$ cat config.mk
export PLATFORM = sky130hd
export DESIGN_NAME = hyperbus_burst_ctrl
export DESIGN_NICKNAME = d
export VERILOG_FILES = /design/src/rtl/hyperbus_burst_ctrl.sv
export SDC_FILE = /design/constraint.sdc
export NUM_CORES = 1
export LEC_CHECK = 0
export ABC_AREA = 1
export CAP_MARGIN = 20
export CORE_MARGIN = 2
export CORE_UTILIZATION = 37
export DETAILED_ROUTE_END_ITERATION = 16
export GPL_TIMING_DRIVEN = 0
export PLACE_DENSITY = 0.71
export SLEW_MARGIN = 40
export SYNTH_ARGS = -nofsm -noshare
export SYNTH_HDL_FRONTEND = slang
export SYNTH_SLANG_ARGS = --single-unit
$ cat constraint.sdc
create_clock -name clk -period 3.8 [get_ports clk]
set_input_delay 0.76 -clock clk [delete_from_list [all_inputs] [get_ports clk]]
set_output_delay 0.76 -clock clk [all_outputs]
set_load 0.01 [all_outputs]
$ cat src/rtl/hyperbus_burst_ctrl.sv
// hyperbus_burst_ctrl: HyperBus protocol engine with linear bursts, masked
// writes, zero-latency register writes, fixed/variable latency and read timeout.
module hyperbus_burst_ctrl #(
    parameter int WIDTH         = 8,
    parameter int TACC_COUNT    = 7,
    parameter int MAX_BURST     = 16,
    parameter int FIXED_LATENCY = 0,
    parameter int TIMEOUT       = 63,
    localparam int LW           = $clog2(MAX_BURST + 1)
) (
    input  logic               clk,
    input  logic               rstn,
    input  logic               cmd_valid,
    output logic               cmd_ready,
    input  logic               cmd_rw,
    input  logic               cmd_reg,
    input  logic [31:0]        cmd_adr,
    input  logic [LW-1:0]      cmd_len,
    input  logic [2*WIDTH-1:0] wr_data,
    input  logic [1:0]         wr_mask,
    output logic               wr_ready,
    output logic [2*WIDTH-1:0] rd_data,
    output logic               rd_valid,
    output logic               busy,
    output logic               done,
    output logic               error,
    output logic               ck_en,
    output logic               csn,
    output logic [2*WIDTH-1:0] dq_o,
    output logic               dq_oe,
    input  logic [2*WIDTH-1:0] dq_i,
    input  logic               dq_i_valid,
    output logic [1:0]         rwds_o,
    output logic               rwds_oe,
    input  logic [1:0]         rwds_i
);

    localparam int DW  = 2 * WIDTH;
    localparam int LTW = $clog2(2 * TACC_COUNT + 1);
    localparam int TW  = $clog2(TIMEOUT + 1);

    localparam logic [LTW-1:0] LAT1 = LTW'(TACC_COUNT - 1);
    localparam logic [LTW-1:0] LAT2 = LTW'(2 * TACC_COUNT - 1);
    localparam logic [LW-1:0]  LMAX = LW'(MAX_BURST);
    localparam logic [TW-1:0]  TMAX = TW'(TIMEOUT);

    typedef enum logic [2:0] {
        S_IDLE,
        S_CMD,
        S_LAT,
        S_WRITE,
        S_READ,
        S_END,
        S_ERR
    } state_t;

    state_t          state_q, state_d;
    logic [47:0]     ca_q, ca_d;
    logic [LW-1:0]   len_q, len_d;
    logic [LW-1:0]   wcnt_q, wcnt_d;
    logic [LTW-1:0]  lcnt_q, lcnt_d;
    logic [TW-1:0]   tcnt_q, tcnt_d;
    logic            lat2_q, lat2_d;
    logic            error_q, error_d;
    logic [DW-1:0]   rd_data_q, rd_data_d;
    logic            rd_valid_q, rd_valid_d;

    logic [LW-1:0]   len_in;
    logic            is_regwr;
    logic            last_word;

    always_comb begin
        len_in = cmd_len;
        if (cmd_len == '0) begin
            len_in = LW'(1);
        end else if (cmd_len > LMAX) begin
            len_in = LMAX;
        end
        // Register writes carry exactly one word.
        if (!cmd_rw && cmd_reg) begin
            len_in = LW'(1);
        end
    end

    assign is_regwr  = !ca_q[47] && ca_q[46];
    assign last_word = (wcnt_q + LW'(1)) == len_q;

    always_comb begin
        state_d    = state_q;
        ca_d       = ca_q;
        len_d      = len_q;
        wcnt_d     = wcnt_q;
        lcnt_d     = lcnt_q;
        tcnt_d     = tcnt_q;
        lat2_d     = lat2_q;
        error_d    = error_q;
        rd_data_d  = rd_data_q;
        rd_valid_d = 1'b0;

        cmd_ready  = 1'b0;
        busy       = 1'b1;
        done       = 1'b0;
        csn        = 1'b0;
        ck_en      = 1'b1;
        dq_oe      = 1'b0;
        dq_o       = '0;
        rwds_oe    = 1'b0;
        rwds_o     = '0;
        wr_ready   = 1'b0;

        unique case (state_q)
            S_IDLE: begin
                cmd_ready = 1'b1;
                busy      = 1'b0;
                csn       = 1'b1;
                ck_en     = 1'b0;
                if (cmd_valid) begin
                    state_d = S_CMD;
                    ca_d    = {cmd_rw, cmd_reg, 1'b1, cmd_adr[31:3],
                               13'd0, cmd_adr[2:0]};
                    len_d   = len_in;
                    lcnt_d  = '0;
                    error_d = 1'b0;
                end
            end
            S_CMD: begin
                dq_oe  = 1'b1;
                lcnt_d = lcnt_q + LTW'(1);
                if (lcnt_q == '0) begin
                    dq_o   = DW'(ca_q[47:32]);
                    lat2_d = (FIXED_LATENCY != 0) || (rwds_i != '0);
                end else if (lcnt_q == LTW'(1)) begin
                    dq_o = DW'(ca_q[31:16]);
                end else begin
                    dq_o = DW'(ca_q[15:0]);
                end
                if (lcnt_q == LTW'(2)) begin
                    wcnt_d = '0;
                    if (is_regwr) begin
                        state_d = S_WRITE;
                    end else begin
                        state_d = S_LAT;
                        lcnt_d  = lat2_q ? LAT2 : LAT1;
                    end
                end
            end
            S_LAT: begin
                lcnt_d = lcnt_q - LTW'(1);
                if (lcnt_q == '0) begin
                    tcnt_d  = TMAX;
                    state_d = ca_q[47] ? S_READ : S_WRITE;
                end
            end
            S_WRITE: begin
                dq_oe    = 1'b1;
                wr_ready = 1'b1;
                dq_o     = wr_data;
                rwds_o   = wr_mask;
                rwds_oe  = !is_regwr;
                wcnt_d   = wcnt_q + LW'(1);
                if (last_word) begin
                    state_d = S_END;
                end
            end
            S_READ: begin
                // A valid word wins over an expiring timeout.
                if (dq_i_valid) begin
                    rd_data_d  = dq_i;
                    rd_valid_d = 1'b1;
                    wcnt_d     = wcnt_q + LW'(1);
                    tcnt_d     = TMAX;
                    if (last_word) begin
                        state_d = S_END;
                    end
                end else if (tcnt_q == '0) begin
                    state_d = S_ERR;
                    error_d = 1'b1;
                end else begin
                    tcnt_d = tcnt_q - TW'(1);
                end
            end
            S_END, S_ERR: begin
                csn     = 1'b1;
                ck_en   = 1'b0;
                done    = 1'b1;
                state_d = S_IDLE;
            end
            default: begin
                state_d = S_IDLE;
            end
        endcase
    end

    always_ff @(posedge clk or negedge rstn) begin
        if (!rstn) begin
            state_q    <= S_IDLE;
            ca_q       <= '0;
            len_q      <= '0;
            wcnt_q     <= '0;
            lcnt_q     <= '0;
            tcnt_q     <= '0;
            lat2_q     <= 1'b0;
            error_q    <= 1'b0;
            rd_data_q  <= '0;
            rd_valid_q <= 1'b0;
        end else begin
            state_q    <= state_d;
            ca_q       <= ca_d;
            len_q      <= len_d;
            wcnt_q     <= wcnt_d;
            lcnt_q     <= lcnt_d;
            tcnt_q     <= tcnt_d;
            lat2_q     <= lat2_d;
            error_q    <= error_d;
            rd_data_q  <= rd_data_d;
            rd_valid_q <= rd_valid_d;
        end
    end

    assign rd_data  = rd_data_q;
    assign rd_valid = rd_valid_q;
    assign error    = error_q;

endmodule

==> metrics.md <==
| Metric | Value |
|---|---|
| I/O Buffers | `122` |
| Number of global-route vias before repair | `3759` |
| TNS Setup | `0 ns` |
| Worst reg2reg path startpoint | `lcnt_q[0]$_DFFE_PN0P_` |
| Average cell area after synthesis | `7.59 µm²` |
| Commonest non-fill, non-tap cell in the layout | `nand2_1` |
| DR vias/cell | `4.87` |
| Final Non-Filler Cells | `799` |
| Antenna violations before repair | `0` |
| Htree depth | `3` |
| CP startpoint kind | `flip-flop` |
| Die H | `108 µm` |
| Starting DRT DRC Count | `181` |
| Most frequent cells in the layout | `nand2_1, clkdlybuf4s50_1, dfrtp_1` |
| Net count after synthesis | `611` |
| FF+latch count, synth | `77` |
| Worst VDD drop | `0.252 mV` |
| CTS resizes | `0` |
| First-pass iteration count of the detailed router | `5` |
| Routability Congestion | `0.902` |
| Worst EP arrival | `2.80 ns` |
| Filler instances | `985` |
| CP endpoint kind | `output pin` |
| Pwr/cell area | `726 mW/mm²` |
| Post-place instance area | `0.00540 mm²` |
| Largest net degree at the start of global routing | `59` |
| CTS root buffer | `clkbuf_8` |
| Proportion of layout cells with a drive suffix above 1 | `0.0799` |
| Setup violators final | `0` |
| Average wire per standard cell | `13.9 µm` |
| Finished Cell Area | `0.00558 mm²` |
| Hold buffers post-CTS | `0` |
| Status | `completed` |
| CTS max path bufs | `2` |
| Final #Nets | `745` |
| R2R setup slack | `1.92 ns` |
| RSZ-0062 raised after global routing | `no` |
| Antenna diodes | `0` |
| Final Max Tran Viols | `0` |
| Synth warn | `0` |
| Slew headroom | `0.624` |
| Worst Tran Pin Value | `0.558 ns` |
| Max frequency | `281 MHz` |
| Initial Utilization | `0.384` |
| Post-Syn Instances | `524` |
| Leakage | `2.68 nW` |
| Worst setup startpoint | `lcnt_q[0]$_DFFE_PN0P_` |
| Worst Setup EP | `dq_o[8]` |
| GRT Overall Usage | `0.201` |
| Area grow syn2layout | `40.4%` |
| Die X | `108 µm` |
| Final wirelength | `11100 µm` |
| Max cap viols | `0` |
| Clk_skew | `0.00958 ns` |
| R2R depth | `9` |
| Final worst-path cycle share | `0.936` |
| Fin. Hold Viols | `0` |
| Post-route antenna net violation count | `0` |
| Minimum clock period | `3.56 ns` |
| Fin Hold WS | `0.235 ns` |
| Setup slack after layout | `0.242 ns` |
| Place WS | `0.683 ns` |
| CP Max Fanout | `10` |
| Post-CTS setup buffer count | `0` |
| Placed cell count | `783` |
| Hold WC Path Type | `in2async` |
| Full die area | `0.0116 mm²` |
| Grt ovf | `0` |
| Worst path required time | `3.04 ns` |
| Num CTS Buffers | `9` |
| Seq/Total Area, Yosys | `0.484` |
| DRC Markers | `0` |
| Worst-path clk slew | `0.09 ns` |
| Dpl hpwl | `8490 µm` |
| Clock sink count | `77` |
| Total number of vias | `3894` |
| First-pass GRT wire length | `18200 µm` |
| Site row count | `37` |
| Core ar. | `0.0104 mm²` |
| Worst skew pair latency | `0.35 ns` |
| TritonCTS clock tree | `built` |
| Crit Path Category | `reg2out` |
| Mapped Area | `0.00398 mm²` |
| Io pins | `123` |
| Worst R2R End | `tcnt_q[5]$_DFFE_PN0P_` |
| Synth cell types | `34` |
## per-layer routing
| metal | vias up | part of all wire | global-route usage |
|---|---|---|---|
| li1 | 1927 | - | - |
| met1 | 1815 | 0.45 | 0.274 |
| met2 | 136 | 0.47 | 0.320 |
| met3 | 16 | 0.063 | 0.0363 |
| met4 | 0 | 0.017 | 0.0723 |
| met5 | - | 0 | 0 |
## stage by stage
stage          utilization  power (mW)
6_report             0.538        4.05
5_1_grt              0.538        4.41
4_1_cts              0.538        4.07
3_5_place_dp         0.521        3.47
3_3_place_gp         0.518        3.41
2_1_floorplan            -        2.58
## state kept, by name (all words and copies together), names as in the netlist
signal    count
tcnt_q        6
rd_valid      1
lcnt_q        4
rd_data      16
error         1
lat2_q        1
ca_q         35
state_q       3
wcnt_q        5
len_q         5
## worst max-delay path: stages, from the launching register on
cell	delay (ns)
dfrtp_1	0.44
inv_1	0.17
ha_1	0.22
nand2_1	0.15
nor2_4	0.28
buf_2	0.31
nand2_1	0.08
a31oi_1	0.21
clkdlybuf4s50_1	0.58
## how the worst min path moves through the flow
stage / start / end / slack, ns / depth (start not counted)
floorplan: ca_q[45]$_DFFE_PN0P_ / ca_q[45]$_DFFE_PN0P_ / 0.44 / 1
global placement: rd_data[12]$_DFFE_PN0P_ / rd_data[12]$_DFFE_PN0P_ / 0.46 / 2
detailed placement: ca_q[16]$_DFFE_PN0P_ / ca_q[16]$_DFFE_PN0P_ / 0.46 / 2
CTS: rstn / rd_data[10]$_DFFE_PN0P_ / 0.23 / 1
global route: rstn / rd_data[15]$_DFFE_PN0P_ / 0.22 / 1
finish: rstn / rd_data[10]$_DFFE_PN0P_ / 0.24 / 1
## cells in the mapped netlist
cell type    n  area, µm²
nand2_4      1       11.3
nor3_1       3       15.0
dfrtp_1     77       1930
or2_2        2       12.5
a21oi_4      1       16.3
nand3b_1     1       7.51
nor2_1      27        101
o221ai_1     1       8.76
inv_4        1       6.26
nor4_1       1       6.26
o211ai_1     4       30.0
nand3_1     27        135
a22oi_1      1       7.51
clkbuf_1     4       15.0
nor2_2       3       18.8
o31ai_1      1       7.51
o21ai_0     21        105
inv_1       45        169
nor2_4       4       45.0
nand2_1    231        867
o21ai_1      2       10.0
a31oi_1     13       81.3
o21ai_2      2       17.5
ha_1         8        100
nand4_1      7       43.8
buf_4        2       15.0
buf_2        9       45.0
nand3_2      1       10.0
xor2_1       2       17.5
nand2_2      3       18.8
inv_2        4       15.0
a21oi_1     10       50.1
o22ai_1      3       18.8
buf_6        2       22.5
## where the power goes
group | total (mW) | switching [mW] | internal [mW] | leakage (nW)
sequential | 1.39 | 0.226 | 1.17 | 0.948
combinational | 2.07 | 1.19 | 0.882 | 1.64
clock | 0.592 | 0.319 | 0.273 | 0.0917
## final cells by class
type | instances | area [µm²] | area share
clock buffer | 11 | 151 | 0.0271
buffer | 17 | 97.6 | 0.0175
inverter | 50 | 190 | 0.0341
clock inverter | 5 | 33.8 | 0.00605
tap | 136 | 170 | 0.0305
multi-input combinational | 380 | 1760 | 0.316
sequential | 77 | 1930 | 0.345
timing repair buffer | 123 | 1250 | 0.224
## cells by family after synthesis
kind of cell / after synthesis / synth area share
and+or+nand+nor: 311 / 0.325
DFF: 77 / 0.484
buffers and inverters: 67 / 0.0723
AOI/OAI and AO/OA: 59 / 0.0887
adders and majority gates: 8 / 0.0252
xor gates and xnor gates: 2 / 0.00440
Power figures use the tool's default switching activity.
